**config.mk**
```make
export PLATFORM = sky130hd
export DESIGN_NAME = clk_fwd_tx
export DESIGN_NICKNAME = d
export VERILOG_FILES = /design/src/rtl/clk_fwd_pkg.sv /design/src/rtl/OBUFDS.sv /design/src/rtl/clk_fwd_sync.sv /design/src/rtl/clk_fwd_tx.sv
export SDC_FILE = /design/constraint.sdc
export NUM_CORES = 1
export LEC_CHECK = 0
export BUFFER_PORTS_ARGS = -buffer_cell sky130_fd_sc_hd__buf_4
export CELL_PAD_IN_SITES_DETAIL_PLACEMENT = 1
export CELL_PAD_IN_SITES_GLOBAL_PLACEMENT = 2
export CORE_ASPECT_RATIO = 1.1
export CORE_MARGIN = 3
export CORE_UTILIZATION = 30
export CTS_CLUSTER_SIZE = 14
export DETAILED_ROUTE_END_ITERATION = 12
export PLACE_DENSITY = 0.67
export RECOVER_POWER = 25
export SLEW_MARGIN = 20
export SYNTH_ARGS = -nofsm -noshare
export SYNTH_HDL_FRONTEND = slang
export SYNTH_SLANG_ARGS = --single-unit
```
**constraint.sdc**
```tcl
create_clock -name clk -period 3.9 [get_ports clk]
set_input_delay 0.39 -clock clk [delete_from_list [all_inputs] [get_ports clk]]
set_output_delay 0.39 -clock clk [all_outputs]
set_load 0.01 [all_outputs]
```
**src/rtl/clk_fwd_pkg.sv**
```systemverilog
// Shared types and default sizing for the forwarded-clock transmitter.
package clk_fwd_pkg;
    typedef enum logic [1:0] {IDLE, RUN, STOP} state_e;

    localparam int DEF_HALF_W      = 8;
    localparam int DEF_BURST_W     = 16;
    localparam int DEF_SYNC_STAGES = 2;
endpackage

```
**src/rtl/OBUFDS.sv**
```systemverilog
// Behavioural stand-in for the vendor differential output buffer.
module OBUFDS #(
    parameter IOSTANDARD = "DEFAULT"
) (
    output logic O,
    output logic OB,
    input  logic I
);
    // The I/O standard only means something to the vendor implementation tools.
    if (IOSTANDARD == "") begin : g_no_iostd
    end

    assign O  = I;
    assign OB = ~I;
endmodule

```
**src/rtl/clk_fwd_sync.sv**
```systemverilog
// Async-reset flop chain bringing the run request into the clk domain.
module clk_fwd_sync #(
    parameter int STAGES = 2
) (
    input  logic clk,
    input  logic rst_n,
    input  logic d,
    output logic q
);
    logic [STAGES-1:0] sync_q, sync_d;

    always_comb sync_d = {sync_q[STAGES-2:0], d};

    always_ff @(posedge clk or negedge rst_n) begin
        if (!rst_n) sync_q <= '0;
        else        sync_q <= sync_d;
    end

    assign q = sync_q[STAGES-1];
endmodule

```
**src/rtl/clk_fwd_tx.sv**
```systemverilog
// Forwarded-clock transmitter: programmable half-period, burst or continuous,
// glitch-free start/stop, differential output through OBUFDS.
module clk_fwd_tx
    import clk_fwd_pkg::*;
#(
    parameter int HALF_W      = DEF_HALF_W,
    parameter int BURST_W     = DEF_BURST_W,
    parameter int SYNC_STAGES = DEF_SYNC_STAGES,
    parameter     IOSTANDARD  = "DEFAULT"
) (
    input  logic               clk,
    input  logic               rst_n,
    input  logic               en,
    input  logic [HALF_W-1:0]  half_period,
    input  logic [BURST_W-1:0] burst_len,
    output logic               busy,
    output logic               done,
    output logic               clk_out_se,
    output logic               clk_out_p,
    output logic               clk_out_n
);
    state_e               state_q, state_d;
    logic                 phase_q, phase_d;
    logic                 done_q, done_d;
    logic [HALF_W-1:0]    hcnt_q, hcnt_d;
    logic [HALF_W-1:0]    h_q, h_d;
    logic [BURST_W-1:0]   ccnt_q, ccnt_d;
    logic [BURST_W-1:0]   b_q, b_d;
    logic [SYNC_STAGES-1:0] fill_q, fill_d;
    logic                 en_s, en_s_d_q, en_s_d_d;
    logic                 rise, tick, last_fall;

    clk_fwd_sync #(.STAGES(SYNC_STAGES)) u_sync (
        .clk   (clk),
        .rst_n (rst_n),
        .d     (en),
        .q     (en_s)
    );

    // en_s_d starts high and only follows en_s once the chain holds real
    // samples, so an en already high across reset never counts as a rise.
    always_comb begin
        fill_d   = {fill_q[SYNC_STAGES-2:0], 1'b1};
        en_s_d_d = fill_q[SYNC_STAGES-1] ? en_s : en_s_d_q;
    end

    assign rise      = en_s & ~en_s_d_q;
    assign tick      = (hcnt_q >= h_q - HALF_W'(1));
    assign last_fall = (b_q != '0) && (ccnt_q + BURST_W'(1) == b_q);

    always_comb begin
        state_d = state_q;
        phase_d = phase_q;
        hcnt_d  = hcnt_q;
        ccnt_d  = ccnt_q;
        h_d     = h_q;
        b_d     = b_q;
        done_d  = 1'b0;
        case (state_q)
            IDLE: begin
                phase_d = 1'b0;
                if (rise) begin
                    h_d     = (half_period == '0) ? HALF_W'(1) : half_period;
                    b_d     = burst_len;
                    phase_d = 1'b1;
                    hcnt_d  = '0;
                    ccnt_d  = '0;
                    state_d = RUN;
                end
            end
            RUN: begin
                if (tick && phase_q && last_fall) begin
                    phase_d = 1'b0;
                    hcnt_d  = '0;
                    ccnt_d  = ccnt_q + BURST_W'(1);
                    done_d  = 1'b1;
                    state_d = IDLE;
                end else if (!en_s) begin
                    hcnt_d  = hcnt_q + HALF_W'(1);
                    state_d = STOP;
                end else if (tick) begin
                    phase_d = ~phase_q;
                    hcnt_d  = '0;
                    if (phase_q) ccnt_d = ccnt_q + BURST_W'(1);
                end else begin
                    hcnt_d = hcnt_q + HALF_W'(1);
                end
            end
            STOP: begin
                // A low phase is already a safe resting level; a high one runs to full width.
                if (!phase_q || tick) begin
                    phase_d = 1'b0;
                    hcnt_d  = '0;
                    state_d = IDLE;
                end else begin
                    hcnt_d = hcnt_q + HALF_W'(1);
                end
            end
            default: begin
                phase_d = 1'b0;
                state_d = IDLE;
            end
        endcase
    end

    always_ff @(posedge clk or negedge rst_n) begin
        if (!rst_n) begin
            state_q  <= IDLE;
            phase_q  <= 1'b0;
            done_q   <= 1'b0;
            hcnt_q   <= '0;
            ccnt_q   <= '0;
            h_q      <= '0;
            b_q      <= '0;
            fill_q   <= '0;
            en_s_d_q <= 1'b1;
        end else begin
            state_q  <= state_d;
            phase_q  <= phase_d;
            done_q   <= done_d;
            hcnt_q   <= hcnt_d;
            ccnt_q   <= ccnt_d;
            h_q      <= h_d;
            b_q      <= b_d;
            fill_q   <= fill_d;
            en_s_d_q <= en_s_d_d;
        end
    end

    assign busy       = (state_q != IDLE);
    assign done       = done_q;
    assign clk_out_se = phase_q;

    OBUFDS #(.IOSTANDARD(IOSTANDARD)) u_obufds (
        .O  (clk_out_p),
        .OB (clk_out_n),
        .I  (phase_q)
    );
endmodule

```
==> run_results.csv, run 1 <==
group,metric,value,unit
outcome,outcome,"finished, violations left",
outcome,violations,"max-capacitance violations, max-slew violations",
drt,first_pass_iters,4,
min_path,min_path_type,"in2reg",
worst_setup_path,end_kind,"flop",
place,dp.final_hpwl,8.67,mm
synth,synthXorXnorAreaFrac,0.0564,
power_and_ir_drop,combPwrFrac,0.405,
power_and_ir_drop,ir_drop,0.000220,V
synth,ys.flop_type,"dfrtp_1",
cts,cts_root_buf,"clkbuf_16",
sta,setup_violations,0,
cts,clk_latency,330,ps
synth,synthesis.area,3880,um^2
synth,synth_cell_types,63,
sta,worstMarginPinSlew,3330,ps
cts,cts.path.max_buffers,2,
grt,grt_pass1_vias,3730,
cts,clkSinkCount,57,
sta,rsz0062_at_grt,"no",
worst_setup_path,path_max_fanout,13,
worst_setup_path,rrSetupSlack,490,ps
floorplan,num_io_pins,32,
sta,hold_viol_final,0,
layout,final_nets,549,
synth,synth_compound_area_frac,0.133,
power_and_ir_drop,p_per_area,610,nW/um^2
cts,path_clk_slew,60,ps
power_and_ir_drop,p_seq_frac,0.328,
place,portBuffers,31,
drt,viasPerCell,5.44,
drt,routed_wl,12.0,mm
synth,yosysWarnings,0,
sta,relSlewSlack,-1.22,
cts,cts_setup_buffers,0,
worst_setup_path,critical_path.cell_chain,"ha_1, nand3_1, buf_4, nor4_4, xnor2_1, or4_1, o22ai_4, buf_4, nand2_4, o41ai_2",
grt,grt_first_pass_wirelength,19.8,mm
cts,cts_hold_buffers,0,
synth,synth_edf_count,0,
synth,synth_top_family_by_area,"simple AND/OR/NAND/NOR gates",
worst_setup_path,r2r_cells,10,
cts,ctsResizeCount,0,
drt,ant_nets,0,
cts,htree_levels,3,
worst_setup_path,cp_data_arrival_time,3630,ps
synth,ys_seq_area_frac,0.368,
floorplan,dieArea,14300,um^2
sta,fin_crit_sh,0.874,
layout,antenna_cells,0,
place,place.gp.congestion,0.949,
cts,cts_made_buffers,9,
synth,syn_nets,515,
worst_setup_path,cp_common_cell,"buf_4",
power_and_ir_drop,p_int,1.67,mW
grt,antenna_found_initial,0,
min_path,min_to,"u_sync.sync_q[0]",
power_and_ir_drop,p_switching,1.14,mW
sta,post-route-min-period,3410,ps
power_and_ir_drop,pwr-share-clk,0.267,
layout,layout-drive-gt1-share,0.191,
worst_setup_path,reg2reg_to,"ccnt_q[11]",
worst_setup_path,max_stage_delay,580,ps
power_and_ir_drop,p_leak,2.12,nW
sta,clock_skew,9.75,ps
floorplan,die_x,114,um
min_path,worst_hold_startpoint,"en",
floorplan,rows,42,
worst_setup_path,path_class,"reg2reg",
drt,drt-wirelength-per-cell,17.9,um
grt,grt_max_degree,58,
sta,fin_setup_tns,0,ps
synth,yosys.area_share.adder,0.0451,
job,cap_viol_max_count,1,
grt,grt_overflow_total,0,
place,pre_cts_ws,465,ps
synth,synth_mux_area_frac,0.0210,
power_and_ir_drop,swShare,0.407,
sta,fmax,293,MHz
drt,drc,0,
worst_setup_path,startpoint_type,"flop",
grt,grt_usage,0.171,
floorplan,die_h,125,um
synth,synth_seq_cells,57,
layout,areaGrowthSynthToFinish,18.8,%
worst_setup_path,worst_r2r_startpoint,"ccnt_q[0]",
synth,synth-simple-area-share,0.328,
floorplan,fp.coreArea,12300,um^2
synth,syn_inst,474,
min_path,min_path_cells,1,
sta,slew_viol_final,58,
worst_setup_path,cp_slowest_cell,"or4_1",
layout,fillers,1471,
synth,async_flop_share,1.00,
floorplan,start_util,0.314,
sta,fin_ws,490,ps
drt,drtIter0Drc,205,
worst_setup_path,required,4120,ps
synth,syn_area_per_cell,8.19,um^2
drt,num_vias,3627,
cts,cts_tree,"built",
metal layers:
layer / share of wire / track usage
met1: 0.48 / 0.241
met2: 0.47 / 0.270
met3: 0.044 / 0.0295
met4: 0.014 / 0.0468
met5: 0 / 0
cell usage in the layout (no fill, tap or decap), types with 4 or more instances in the layout:
cell	n
a211oi_1	4
nor4_1	12
nand2b_1	4
o211ai_1	4
or4_1	4
xor2_1	6
a21oi_1	8
nor3_1	8
or3_1	6
or2_2	4
dfrtp_1	56
nand4_1	15
inv_1	11
nand2_1	116
mux2_2	5
nand3_1	27
o21ai_0	13
xnor2_1	19
ha_1	14
a31o_2	8
buf_4	51
and4_1	7
nor2_1	36
clkbuf_16	9
and3_1	5
flip-flops by register name, indices dropped and copies added (netlist names):
name and count:
b_q 16, h_q 8, fill_q 2, state_q 2, hcnt_q 8, ccnt_q 16, clk_out_se 1, u_sync.sync_q 2
done 1, en_s_d_q 1
synthesized netlist by cell type, drive strengths merged (5+ instances only):
library cell	number	area, um^2
and4	7	61.3
nand4	16	106
nor4	13	96.3
ha	14	175
dfrtp	56	1400
nor2	36	135
buf	14	85.1
or4	5	41.3
xor2	6	52.6
a21oi	8	40.0
nor3	9	45.0
mux2	6	71.3
nand3	27	135
nand2	117	447
or3	6	37.5
o21ai	13	65.1
xnor2	19	166
inv	11	41.3
and3	5	31.3
a31o	8	70.1
clkbuf	16	60.1
or2	6	40.0
power by group through the flow:
stage / clock network (mW) / logic, mW / registers [mW]
2_1_floorplan: 0 / 0.799 / 0.877
3_3_place_gp: 0 / 1.14 / 0.930
3_5_place_dp: 0 / 1.15 / 0.936
4_1_cts: 0.773 / 1.16 / 0.927
5_1_grt: 0.800 / 1.29 / 0.951
6_report: 0.751 / 1.14 / 0.922
through the flow:
stage                     hold WS, ps  total power [mW]  area (um^2)   util  std cells
after floorplan                  94.4              1.68         3880      -        474
after global placement            334              2.07         4330  0.351        651
after detailed placement          336              2.09         4330  0.351        651
after CTS                         153              2.86         4610  0.374        667
after global routing              183              3.04         4610  0.373        667
final                             185              2.81         4610  0.373        667
how the worst max path moves through the flow:
| stage | end | start | depth (start not counted) |
|---|---|---|---|
| floorplan | ccnt_q[2] | h_q[0] | 14 |
| global placement | ccnt_q[0] | h_q[0] | 14 |
| detailed placement | ccnt_q[12] | h_q[0] | 14 |
| CTS | ccnt_q[11] | h_q[0] | 14 |
| global route | b_q[9] | rst_n | 1 |
| finish | ccnt_q[11] | ccnt_q[0] | 10 |
cell type report:
cell class	count	area, um^2	area share
clock inverters	5	30.0	0.00651
inverters	11	41.3	0.00896
flip-flops and latches	57	1430	0.310
repair buffers	53	394	0.0855
clock buffers	11	253	0.0548
well taps	154	193	0.0418
multi-input cells	376	2270	0.493
worst max-delay path, delay by kind of cell, from the launching register on:
| kind | cells | cell delay, ps |
|---|---|---|
| xor gates and xnor gates | 1 | 180 |
| adders and majority gates | 1 | 440 |
| and+or+nand+nor | 4 | 1200 |
| DFF | 1 | 460 |
| AOI/OAI and AO/OA | 2 | 540 |
| buffers and inverters | 2 | 480 |
cells by family (layout without fill, tap and decap cells):
group / Yosys count / after routing
AOI/OAI and AO/OA: 68 / 68
xor gates and xnor gates: 25 / 25
adders and majority gates: 14 / 14
buffers and inverters: 41 / 80
DFF: 57 / 57
muxes: 7 / 7
other: 1 / 1
and+or+nand+nor: 261 / 261
Power figures use the tool's default switching activity.
==> run 2: changes to the inputs <==
Settings changed: CORE_UTILIZATION 30 to 36, PLACE_DENSITY 0.67 to 0.78.
==> run 2 against run 1 <==
  * The run still ends with max-capacitance violations, max-slew violations left
  * Hold slack improved by 5.5 ps
  * Largest cell class unchanged
  * Critical endpoint is now ccnt_q[12]
  * Largest power group unchanged
  * Final cell count fell by 3.1%
  * Maximum frequency fell by 3.6%
==> run_results.csv, run 2 (same netlist as run 1, synthesis figures left out) <==
group,metric,value,unit
drt,routed_wl,11.6,mm
layout,layout-drive-gt1-share,0.181,
worst_setup_path,critPathBufInv,1,
sta,setup_violations,0,
place,dpl_cell_area,4260,um^2
sta,slew_viol_final,58,
place,place.gp.congestion,0.876,
grt,grt_usage,0.206,
power_and_ir_drop,finalPower,3.04,mW
cts,cts_root_buf,"clkbuf_16",
job,cap_viol_max_count,1,
cts,cts_setup_buffers,0,
worst_setup_path,critPathTopFamily,"compound AO/OA/AOI/OAI gates",
sta,fin_crit_sh,0.907,
grt,grt_first_pass_wirelength,19.7,mm
worst_setup_path,cp_slowest_cell,"dfrtp_1",
drt,drt-wirelength-per-cell,18.0,um
sta,clock_skew,3.80,ps
place,pre_cts_ws,245,ps
drt,drtIter0Drc,112,
layout,final_nets,539,
layout,register_area,1430,um^2
worst_setup_path,rrSetupSlack,360,ps
floorplan,dieArea,12100,um^2
drt,ant_nets,0,
sta,hold_viol_final,0,
worst_setup_path,required,4120,ps
sta,fmax,283,MHz
worst_setup_path,path_class,"reg2reg",
outcome,violations,"max-capacitance violations, max-slew violations",
min_path,min_path_type,"in2reg",
sta,fin_ws,362,ps
floorplan,num_io_pins,32,
cts,cts_made_buffers,9,
drt,drc,0,
cts,path_clk_slew,50,ps
worst_setup_path,critical_path.cell_chain,"ha_1, nand3_1, or3_1, o31ai_1, a21bo_2, or2_4, o22ai_4, buf_12, a41oi_1, a211o_1",
floorplan,fp.coreArea,10400,um^2
power_and_ir_drop,p_per_area,658,nW/um^2
drt,first_pass_iters,4,
cts,clkSinkCount,57,
place,dp.final_hpwl,8.25,mm
grt,grt_max_degree,58,
worst_setup_path,path_max_fanout,15,
layout,multi_input_area,2280,um^2
layout,fillers,1267,
sta,relSlewSlack,-1.13,
power_and_ir_drop,ir_drop,0.000290,V
layout,mostFrequentLayoutCell,"nand2_1",
floorplan,die_h,115,um
power_and_ir_drop,p_leak,2.11,nW
worst_setup_path,cp_data_arrival_time,3760,ps
cts,htree_levels,3,
floorplan,start_util,0.372,
floorplan,rows,39,
layout,antenna_cells,0,
worst_setup_path,startpoint_type,"flop",
cts,cts.path.max_buffers,2,
sta,post-route-min-period,3540,ps
layout,final_area,4630,um^2
drt,num_vias,3570,
place,dpl.cell_count,630,
outcome,outcome,"finished, violations left",
drt,viasPerCell,5.53,
sta,fin_setup_tns,0,ps
cts,cts_tree,"built",
layout,top_regs,"b_q x16, ccnt_q x16",
layout,final_cell_mix,"nand2_1, dfrtp_1, buf_4",
grt,grt_overflow_total,0,
cts,clk_latency,330,ps
sta,rsz0062_at_grt,"no",
floorplan,die_x,105,um
grt,antenna_found_initial,0,
sta,worstMarginPinSlew,3190,ps
worst_setup_path,max_stage_delay,460,ps
place,portBuffers,31,
layout,layout.cells.non_filler,646,
layout,areaGrowthSynthToFinish,19.3,%
worst_setup_path,end_kind,"flop",
grt,grt_pass1_vias,3745,
==> run 2: power by group <==
| part | internal, mW | switching (mW) | total [mW] |
|---|---|---|---|
| Sequential | 0.744 | 0.186 | 0.930 |
| Clock | 0.676 | 0.283 | 0.958 |
| Combinational | 0.455 | 0.700 | 1.16 |
| Total | 1.87 | 1.17 | 3.04 |
==> run 2: cell type report <==
type	instances	area share
clock inverter	4	0.0211
inverter	11	0.00892
timing repair buffer	43	0.0717
clock buffer	12	0.0576
multi-input combinational	376	0.494
sequential	57	0.309
tap	143	0.0387
==> run 2: timing repair <==
item,in CTS,in global routing
hold endpoints to repair,0,0
hold buffers,0,0
resized for setup,0,2
setup endpoints to repair,0,4
==> run 2: path summary, 6_finish.rpt <==
check                            startpoint  cells past startpoint          endpoint
max                               ccnt_q[0]                     10        ccnt_q[12]
min reg2reg                u_sync.sync_q[0]                      0  u_sync.sync_q[1]
max reg2reg                       ccnt_q[0]                     10        ccnt_q[12]
max in group asynchronous             rst_n                      1            b_q[4]
min in group asynchronous             rst_n                      1              done
min                                      en                      1  u_sync.sync_q[0]
==> run 2: per-stage QoR <==
stage | hold WS (ps) | utilization
after floorplan | 94.4 | -
after global placement | 333 | 0.408
after detailed placement | 343 | 0.408
after CTS | 156 | 0.443
after global routing | 183 | 0.443
final | 191 | 0.443
==> run 2: worst reg2reg max path: cells and delay by family, from the launching register on <==
kind / cells / cell delay (ps)
buf+inv: 1 / 210
simple gates: 3 / 970
fa+ha+maj: 1 / 390
compound gates: 5 / 1420
flops: 1 / 460
==> run 2: per-layer routing <==
metal,up-vias,global-route usage,part of all wire
met4,0,0.0577,0.012
met1,1800,0.258,0.45
met2,38,0.371,0.52
li1,1721,-,-
met5,-,0,0
met3,11,0.0326,0.022
